## src/rtl/wb_stage.sv

```systemverilog
// Writeback stage: one register between MEM and the register file. Formats load
// data, drives the RF write port and commit record, and halts the core on ebreak.
module wb_stage #(
  parameter int CNT_W = 64
) (
  input  logic             clk,
  input  logic             rst,
  input  logic             in_valid,
  output logic             in_ready,
  input  logic [31:0]      in_pc,
  input  logic [31:0]      in_inst,
  input  logic [4:0]       in_rd,
  input  logic             in_rf_wen,
  input  logic             in_is_load,
  input  logic [2:0]       in_ld_type,
  input  logic [31:0]      in_alu_res,
  input  logic [31:0]      in_mem_rdata,
  input  logic             in_ebreak,
  output logic             rf_wen,
  output logic [4:0]       rf_waddr,
  output logic [31:0]      rf_wdata,
  output logic             cmt_valid,
  output logic [31:0]      cmt_pc,
  output logic [31:0]      cmt_inst,
  output logic             cmt_ebreak,
  output logic             halted,
  output logic [CNT_W-1:0] cmt_count
);

  typedef enum logic {S_RUN, S_HALT} state_t;

  state_t           r_state;
  state_t           w_state_nxt;
  logic             w_accept;

  logic             r_vld_p1;
  logic [31:0]      r_pc_p1;
  logic [31:0]      r_inst_p1;
  logic [4:0]       r_rd_p1;
  logic             r_rf_wen_p1;
  logic             r_is_load_p1;
  logic [2:0]       r_ld_type_p1;
  logic [31:0]      r_alu_res_p1;
  logic [31:0]      r_mem_rdata_p1;
  logic             r_ebreak_p1;
  logic [CNT_W-1:0] r_cnt;

  // Lane extraction on the aligned word; halfword lane ignores addr[0].
  function automatic logic [31:0] fmt_load(input logic [2:0]  ld_type,
                                           input logic [1:0]  addr,
                                           input logic [31:0] word);
    logic signed [7:0]  b;
    logic signed [15:0] h;
    logic [31:0]        res;
    b   = signed'(word[8*addr +: 8]);
    h   = signed'(addr[1] ? word[31:16] : word[15:0]);
    res = word;
    case (ld_type)
      3'b000:  res = 32'(b);
      3'b001:  res = 32'(h);
      3'b100:  res = {24'd0, b};
      3'b101:  res = {16'd0, h};
      default: res = word;
    endcase
    return res;
  endfunction

  assign in_ready = (r_state == S_RUN) && !(r_vld_p1 && r_ebreak_p1);
  assign w_accept = in_valid && in_ready;

  always_comb begin
    w_state_nxt = r_state;
    if (r_state == S_RUN && cmt_valid && cmt_ebreak)
      w_state_nxt = S_HALT;
  end

  always_ff @(posedge clk) begin
    if (rst) r_state <= S_RUN;
    else     r_state <= w_state_nxt;
  end

  // ---- stage p1: held retiring instruction ----
  always_ff @(posedge clk) begin
    if (rst) begin
      r_vld_p1       <= 1'b0;
      r_pc_p1        <= '0;
      r_inst_p1      <= '0;
      r_rd_p1        <= '0;
      r_rf_wen_p1    <= 1'b0;
      r_is_load_p1   <= 1'b0;
      r_ld_type_p1   <= '0;
      r_alu_res_p1   <= '0;
      r_mem_rdata_p1 <= '0;
      r_ebreak_p1    <= 1'b0;
      r_cnt          <= '0;
    end else begin
      r_vld_p1 <= w_accept;
      if (w_accept) begin
        r_pc_p1        <= in_pc;
        r_inst_p1      <= in_inst;
        r_rd_p1        <= in_rd;
        r_rf_wen_p1    <= in_rf_wen;
        r_is_load_p1   <= in_is_load;
        r_ld_type_p1   <= in_ld_type;
        r_alu_res_p1   <= in_alu_res;
        r_mem_rdata_p1 <= in_mem_rdata;
        r_ebreak_p1    <= in_ebreak;
      end
      if (cmt_valid)
        r_cnt <= r_cnt + CNT_W'(1);
    end
  end

  assign cmt_valid  = r_vld_p1;
  assign cmt_pc     = r_pc_p1;
  assign cmt_inst   = r_inst_p1;
  assign cmt_ebreak = r_ebreak_p1;
  assign cmt_count  = r_cnt;
  assign halted     = (r_state == S_HALT);
  assign rf_wen     = r_vld_p1 && r_rf_wen_p1 && (r_rd_p1 != 5'd0) && !r_ebreak_p1;
  assign rf_waddr   = r_rd_p1;
  assign rf_wdata   = r_is_load_p1 ? fmt_load(r_ld_type_p1, r_alu_res_p1[1:0], r_mem_rdata_p1)
                                   : r_alu_res_p1;

endmodule

```

## config.mk

```make
export PLATFORM = sky130hd
export DESIGN_NAME = wb_stage
export DESIGN_NICKNAME = d
export VERILOG_FILES = /design/src/rtl/wb_stage.sv
export SDC_FILE = /design/constraint.sdc
export NUM_CORES = 1
export LEC_CHECK = 0
export ABC_AREA = 1
export ABC_CLOCK_PERIOD_IN_PS = 1450
export CAP_MARGIN = 20
export CORE_MARGIN = 2
export CORE_UTILIZATION = 42
export CTS_CLUSTER_SIZE = 30
export DETAILED_ROUTE_END_ITERATION = 12
export PLACE_DENSITY = 0.77
export SYNTH_ARGS = -nofsm -noshare
export SYNTH_HDL_FRONTEND = slang
export SYNTH_SLANG_ARGS = --single-unit
```

## constraint.sdc

```tcl
create_clock -name clk -period 1.45 [get_ports clk]
set_input_delay 0.29 -clock clk [delete_from_list [all_inputs] [get_ports clk]]
set_output_delay 0.29 -clock clk [all_outputs]
set_load 0.01 [all_outputs]
```

==> key figures <==
Run
  – Max_cap viols: 0

Clock network
  – Clock buffer depth: 3
  – CTS Sinks: 205
  – Clock-pin slew on the worst setup and hold paths: about 0.06 ns
  – CTS tree: done
  – H-Tree Level Count: 1
  – Clk root buf: clkbuf_16
  – Post-CTS Hold Buffers: 0
  – Cts bufs inserted: 23
  – Worst-skew pair later-pin latency: about 0.53 ns

Placed design
  – Placed Instances: about 2100
  – Buffers on Ports: ~310
  – Hpwl dp: 26600 um
  – Area after DPL: between 10000 and 15000 um^2
  – GP Congestion: between 0.9 and 1
  – Place WS: -0.688 ns

Die
  – Die area: around 24000 um^2
  – Die H: between 150 and 200 um
  – Standard-cell rows: 55
  – Core box area: 22400 um^2
  – Boundary Pins: about 310
  – Die width: ~150 um
  – Initial core utilization: between 40% and 50%

Yosys
  – Ys async rst share: 0%
  – Synthesized area per cell: between 6 and 7 um^2
  – Main synth FF type: dfxtp_1
  – Dominant cell type by area after synthesis: dfxtp_1
  – Post-synthesis cell type count: 42
  – EDFF count, synth: 0
  – Top post-synthesis cells by count: nand2_1, dfxtp_1, a21oi_1
  – #FFs+latches synth: slightly above 200
  – Post-synthesis instance total: roughly 1400
  – Top cells by area, synth: dfxtp_1, nand2_1, a21oi_1, nor2_1, inv_1
  – YS warnings: 0
  – Sequential fraction of the synthesis area: 43.1%
  – Post-synth top area share: ~43%
  – Synth Cell Area: 9530 um^2
  – Post-synth net total: roughly 1500
  – Most frequent cell after synthesis: nand2_1

Timing
  – Period utilization: 181%
  – Worst Slack Setup Final: -1.18 ns
  – Fin. max-slew vios: 0
  – Max Freq: between 300 and 400 MHz
  – RSZ-0062 raised after global routing: yes
  – Clk_skew: roughly 0.022 ns
  – Worst-Margin Slew: 0.747 ns
  – Final Hold Vio Count: 0
  – Setup violations, final: 261
  – Min Clock Period, post-route: roughly 2.6 ns
  – Max transition margin: around half

Run status
  – Run status: finished, violations left
  – Failing checks: setup timing

GRT
  – Global-route wire length before repair: around 65000 um
  – Number of global-route vias before repair: roughly 12000
  – Largest net degree at the start of global routing: 54
  – Total GRT Usage: between 30% and 40%
  – Total gr overflow: 0
  – Antenna violations before repair: 5

Power
  – Power per cell area: about 840 nW/um^2
  – Leak Pwr: about 0.0086 uW
  – VDD IR max: about 990 uV
  – Pwr Total: between 15000 and 20000 uW

Final layout
  – Post-route cell area: about 20000 um^2
  – Final nets: 2142
  – Area growth syn-to-layout: 107%
  – Final std cells w/o fill: 2302
  – Fill count: ~1000
  – Layout cell share with drive strength beyond 1: between 50% and 60%

Critical path
  – Setup CP Type: reg2out
  – Critical Path AT: roughly 2.3 ns
  – Crit path max fanout: 7
  – CP startpoint kind: flop
  – Critical Path End Type: output port
  – Data required, critical path: between 1 and 1.5 ns

Route
  – Routed wire length: about 57000 um
  – Routed wire length per instance: between 20 and 25 um
  – Post-route ant nets: 0
  – Routed vias/inst: between 5 and 6
  – # DRC: 0
  – Drt pass-1 iters: 7
  – Iter 0 DRT Violations: around 1500
  – Via count: about 14000

Worst hold path
  – HP Class: in2reg
metrics by stage:
step | setup TNS, ns | hold WS (ns) | utilization [%]
floorplan | -0.0113 | 0.424 | -
CTS | -47.08 | 0.137 | 76.1
detailed placement | -39.85 | 0.447 | 64.7
finish | -65.27 | 0.183 | 87.7
global route | -73.59 | 0.180 | 87.7
global placement | -34.54 | 0.432 | 64.7
worst paths after layout:
check                     from                end  slack (ns)  cells past startpoint
hold / removal             rst  r_mem_rdata_p1[6]        0.18                      4
setup reg to reg     cmt_valid   r_alu_res_p1[30]       -0.41                     11
setup / recovery  r_is_load_p1       rf_wdata[26]       -1.18                      7
hold reg to reg   cmt_inst[30]       cmt_inst[30]        0.46                      2
timing repair:
action / in CTS / in global routing
pin swaps: 86 / 229
setup buffers: 64 / 40
gates cloned: 24 / 9
endpoints found under the setup margin: 346 / 294
gates resized for setup: 891 / 706
where the power goes:
part           internal (uW)  switching, uW  total (uW)
sequential              5870            267        6140
combinational           2110           2310        4410
clock                   3340           2580        5920
flip-flops by register name (all words and copies together), names as in the netlist:
register / count
r_mem_rdata_p1: 32
halted: 1
r_alu_res_p1: 32
rf_waddr: 5
r_rf_wen_p1: 1
cmt_pc: 32
cmt_inst: 32
cmt_valid: 1
cmt_count: 64
r_is_load_p1: 1
r_ld_type_p1: 3
cmt_ebreak: 1
layout by cell type (no fill, tap or decap), drive strengths merged, types with 5 or more instances in the layout:
master and n:
buf 415, nand2 380, dfxtp 205, a21oi 193, nor2 180, clkdlybuf4s50 140, inv 128, o21ai 97
clkbuf 69, nand3 68, clkdlybuf4s15 28, nand4 23, dlygate4sd2 23, xor2 9, nor3 9, o22ai 7
o211ai 6, clkinv 5, xnor2 5
layer usage:
layer  global-route usage (%)  vias up  routed length (um)
met3                     6.36      423                6390
met5                        0        -                  27
li1                         -     5786                   -
met1                     41.4     6474               19600
met2                     57.4     1102               26100
met4                     16.5        4                4840
cell families after synthesis:
kind of cell	synth area share [%]
simple gates	29.5
compound gates	17.5
flops	43.1
buf+inv	8.51
xor+xnor	1.29
fa+ha+maj	0.131
layout make-up:
class                           instances  area (um^2)  share of cell area, %
Multi-Input combinational cell        998         7560                   38.4
Antenna cell                            4         10.0                 0.0509
Clock buffer                           32          659                   3.35
Inverter                              128          513                   2.61
Clock inverter                          7         66.3                  0.337
Tap cell                              285          357                   1.81
Timing Repair Buffer                  643         6240                   31.7
Sequential cell                       205         4270                   21.7
worst max-delay path, stage by stage (launching register included):
cell	delay, ns
dfxtp_1	0.37
inv_1	0.18
buf_4	0.21
a21oi_1	0.59
nand3_2	0.15
o21ai_1	0.11
inv_1	0.08
buf_6	0.12
No activity file was read; power rests on OpenSTA's default activity.
==> RTL edit 1, RTL diff (same settings) <==
Reset style: asynchronous (`rst`), changed in 2 clocked blocks.
--- a/src/rtl/wb_stage.sv
+++ b/src/rtl/wb_stage.sv
@@ -75,5 +75,5 @@
   end
 
-  always_ff @(posedge clk) begin
+  always_ff @(posedge clk or posedge rst) begin
     if (rst) r_state <= S_RUN;
     else     r_state <= w_state_nxt;
@@ -81,5 +81,5 @@
 
   // ---- stage p1: held retiring instruction ----
-  always_ff @(posedge clk) begin
+  always_ff @(posedge clk or posedge rst) begin
     if (rst) begin
       r_vld_p1       <= 1'b0;
Behaviour: differs if rst is asserted again (counterexample within 4 cycles, from zero or initial values and one cycle with rst high); with rst held inactive, the same outputs for 10 cycles.
==> RTL edit 1 against the unedited design <==
- the flow still finishes with violations (setup timing)
- synthesized area is 3.8% higher
- routed wire length is 11% lower
- register-to-register slack worse by 0.16 ns
- final area is 1.0% higher
- count of clock-buffer cells in the layout is 3 lower
- worst setup slack better by 0.29 ns
- sequential cell count stayed put
- critical path type unchanged
- largest cell class is now non-clock buffers
Power is not compared: it rests on default switching activity, and its combinational part moved more than twofold at a synthesized area within 25%.
==> RTL edit 1: results (changes against the unedited design) <==
Status: complete, but fails checks
Violated checks: setup timing
CP max FO: 8 (+1)
Post-DP HPWL: 26.1 mm (-1.8%)
GR Util met3: 6.17% (-0.19 points)
Sequential fraction of the synthesis area: 51.9% (+8.8 points)
Clock skew: 0.0111 ns (-0.0107 ns)
M2 GR Usage: 56.6% (-0.84 points)
Worst path slowest cell: dfrtp_2
M1 GR Usage: 38.3% (-3.1 points)
Vias in the first global route: 11,800 (-2.9%)
Setup TNS: -89.37 ns (-24.10 ns)
Crit-path max cell delay: 0.45 ns (-0.14 ns)
Routed wire per std cell: 22.1 um (-11%)
Post-synthesis xor/xnor area fraction: 3.72% (+2.4 points)
DRT iter0 DRCs: 1,183 (-20%)
Total CTS buffers: 24 (+4.3%)
Max Used Layer: met4
Final setup margin: -0.893 ns (+0.288 ns)
Worst setup path endpoint: rf_wdata[17]
Reg-to-reg startpoint: cmt_count[1]
Gr usage total: 32.3% (-1.6 points)
Yosys cell types: 32 (-24%)
Setup violators final: 289 (+11%)
Wire length on met3: 4.69 mm (-27%)
Finished Layout Cells: 2,303 (+0.043%)
Post-DP Area: 15,100 um2 (+4.4%)
Ys async rst share: 100% (+100 points)
Syn nets: 1,426 (-7.8%)
[RTL edit 1: timing repair]
item	in CTS	in global routing
setup endpoints to repair	355	310
setup buffers	109	46
gates cloned	14	21
pin swaps	55	158
resized for setup	914	512
[RTL edit 1: through the flow]
step / total power (W) / hold slack (ns) / setup WS, ns
floorplan: 0.0140 / 0.400 / -1.50
global placement: 0.0208 / 0.461 / -0.698
detailed placement: 0.0211 / 0.464 / -0.731
CTS: 0.0292 / 0.165 / -0.866
global route: 0.0344 / 0.183 / -0.973
finish: 0.0331 / 0.177 / -0.893
[RTL edit 1: worst min-delay path by stage]
stage,slack [ns],from,endpoint
finish,0.18,rst,cmt_count[5]
global route,0.18,rst,cmt_count[5]
CTS,0.16,rst,r_alu_res_p1[1]
detailed placement,0.46,cmt_pc[10],cmt_pc[10]
global placement,0.46,cmt_pc[25],cmt_pc[25]
floorplan,0.40,in_ebreak,cmt_ebreak
[RTL edit 1: area by class of cell]
type	count	area, um2
tap	319	399
clock inverter	15	228
timing repair buffer	695	6860
sequential	205	5140
clock buffer	29	659
timing repair inverter	3	62.6
fill	1110	3390
multi-input combinational	903	5980
inverter	133	546
antenna	1	2.50
[RTL edit 1: power groups by stage]
stage	clock network, W	registers [W]	logic [W]
2_1_floorplan	0	0.00914	0.00487
6_report	0.00682	0.00936	0.0169
5_1_grt	0.00710	0.00947	0.0179
3_3_place_gp	0	0.00886	0.0120
4_1_cts	0.00680	0.00893	0.0135
3_5_place_dp	0	0.00889	0.0122
[RTL edit 1: worst min-delay path, stage by stage]
cell and delay [ns]:
clkdlybuf4s50_1 0.44, clkinvlp_4 0.13, buf_12 0.19
==> RTL edit 2, RTL diff (same settings) <==
Without the edit above. `CNT_W`: 64 -> 128.
--- a/src/rtl/wb_stage.sv
+++ b/src/rtl/wb_stage.sv
@@ -2,5 +2,5 @@
 // data, drives the RF write port and commit record, and halts the core on ebreak.
 module wb_stage #(
-  parameter int CNT_W = 64
+  parameter int CNT_W = 128
 ) (
   input  logic             clk,
Ports: changed (resized cmt_count); port bits go from 312 to 376. No check against the original RTL was run, so the function may have changed too.
==> RTL edit 2 against the unedited design <==
- synthesized cell count increased by 60%
- synthesized area increased by 48%
- the run now fails in global routing
==> RTL edit 2: results (changes against the unedited design) <==
Synth warn: 0 (unchanged)
GRT repair_timing worst endpoint: rf_wdata[19]
Total CTS buffers: 30 (+30%)
Err: [ERROR DPL-0038] Utilization greater than 100%, impossible to legalize
PortBufs: 375 (+21%)
Clk buf depth: 3 (unchanged)
Halt Stage: global routing
Synthesis-stage register bit count: 269 (+31%)
Post-Place Cells: 3,499 (+63%)
Post-DP HPWL: 50.7 mm (+91%)
Ys async rst share: 0% (unchanged)
Dpl ws: -0.754 ns (-0.0656 ns)
Root Buffer: clkbuf_16
Syn nets: 2,385 (+54%)
Post-Syn Instances: 2,242 (+60%)
Largest net degree at the start of global routing: 92
Depth of the CTS H-tree: 1 (unchanged)
Post-synthesis xor/xnor area fraction: 0.994% (-0.29 points)
Yosys cell types: 42 (unchanged)
Row count: 67 (+22%)
Synth Area in Compound Gates: 13.5% (-3.9 points)
Largest family of logic cells by synthesized area: simple AND/OR/NAND/NOR gates
Synth Area in Adders: 0.0887% (-0.043 points)
Worst EP Category: top-level output
Synth top area cells: dfxtp_1 (38%), nand2_1 (18%), nor2_1 (10%), a21oi_1 (7.3%), inv_1 (5.3%)
Synth top cells by count: nand2_1 (660), nor2_1 (392), dfxtp_1 (269), a21oi_1 (206), inv_1 (198)
Sequential fraction of the synthesis area: 38.2% (-4.9 points)
Post-DP Area: 22,300 um2 (+54%)
Status: aborted with a tool error
Mux cell area share after synthesis: 0% (unchanged)
GPL Wtd Cong: 1.02 (+3.6%)
## RTL edit 2: cell families after synthesis
kind of cell,Yosys count
adders and majority gates,1
xor gates and xnor gates,16
AOI/OAI and AO/OA,360
buffers and inverters,281
and+or+nand+nor,1315
DFF,269
## RTL edit 2: repair_timing
item	CTS
pin swaps	339
resized for setup	2231
cloned	12
buffers inserted	199
endpoints found under the setup margin	362
hold buffers	0
## RTL edit 2: per-stage QoR
stage / hold slack, ns / setup TNS [ns]
4_1_cts: 0.179 / -70.74
2_1_floorplan: 0.423 / -0.834
3_5_place_dp: 0.454 / -66.10
3_3_place_gp: 0.443 / -57.55
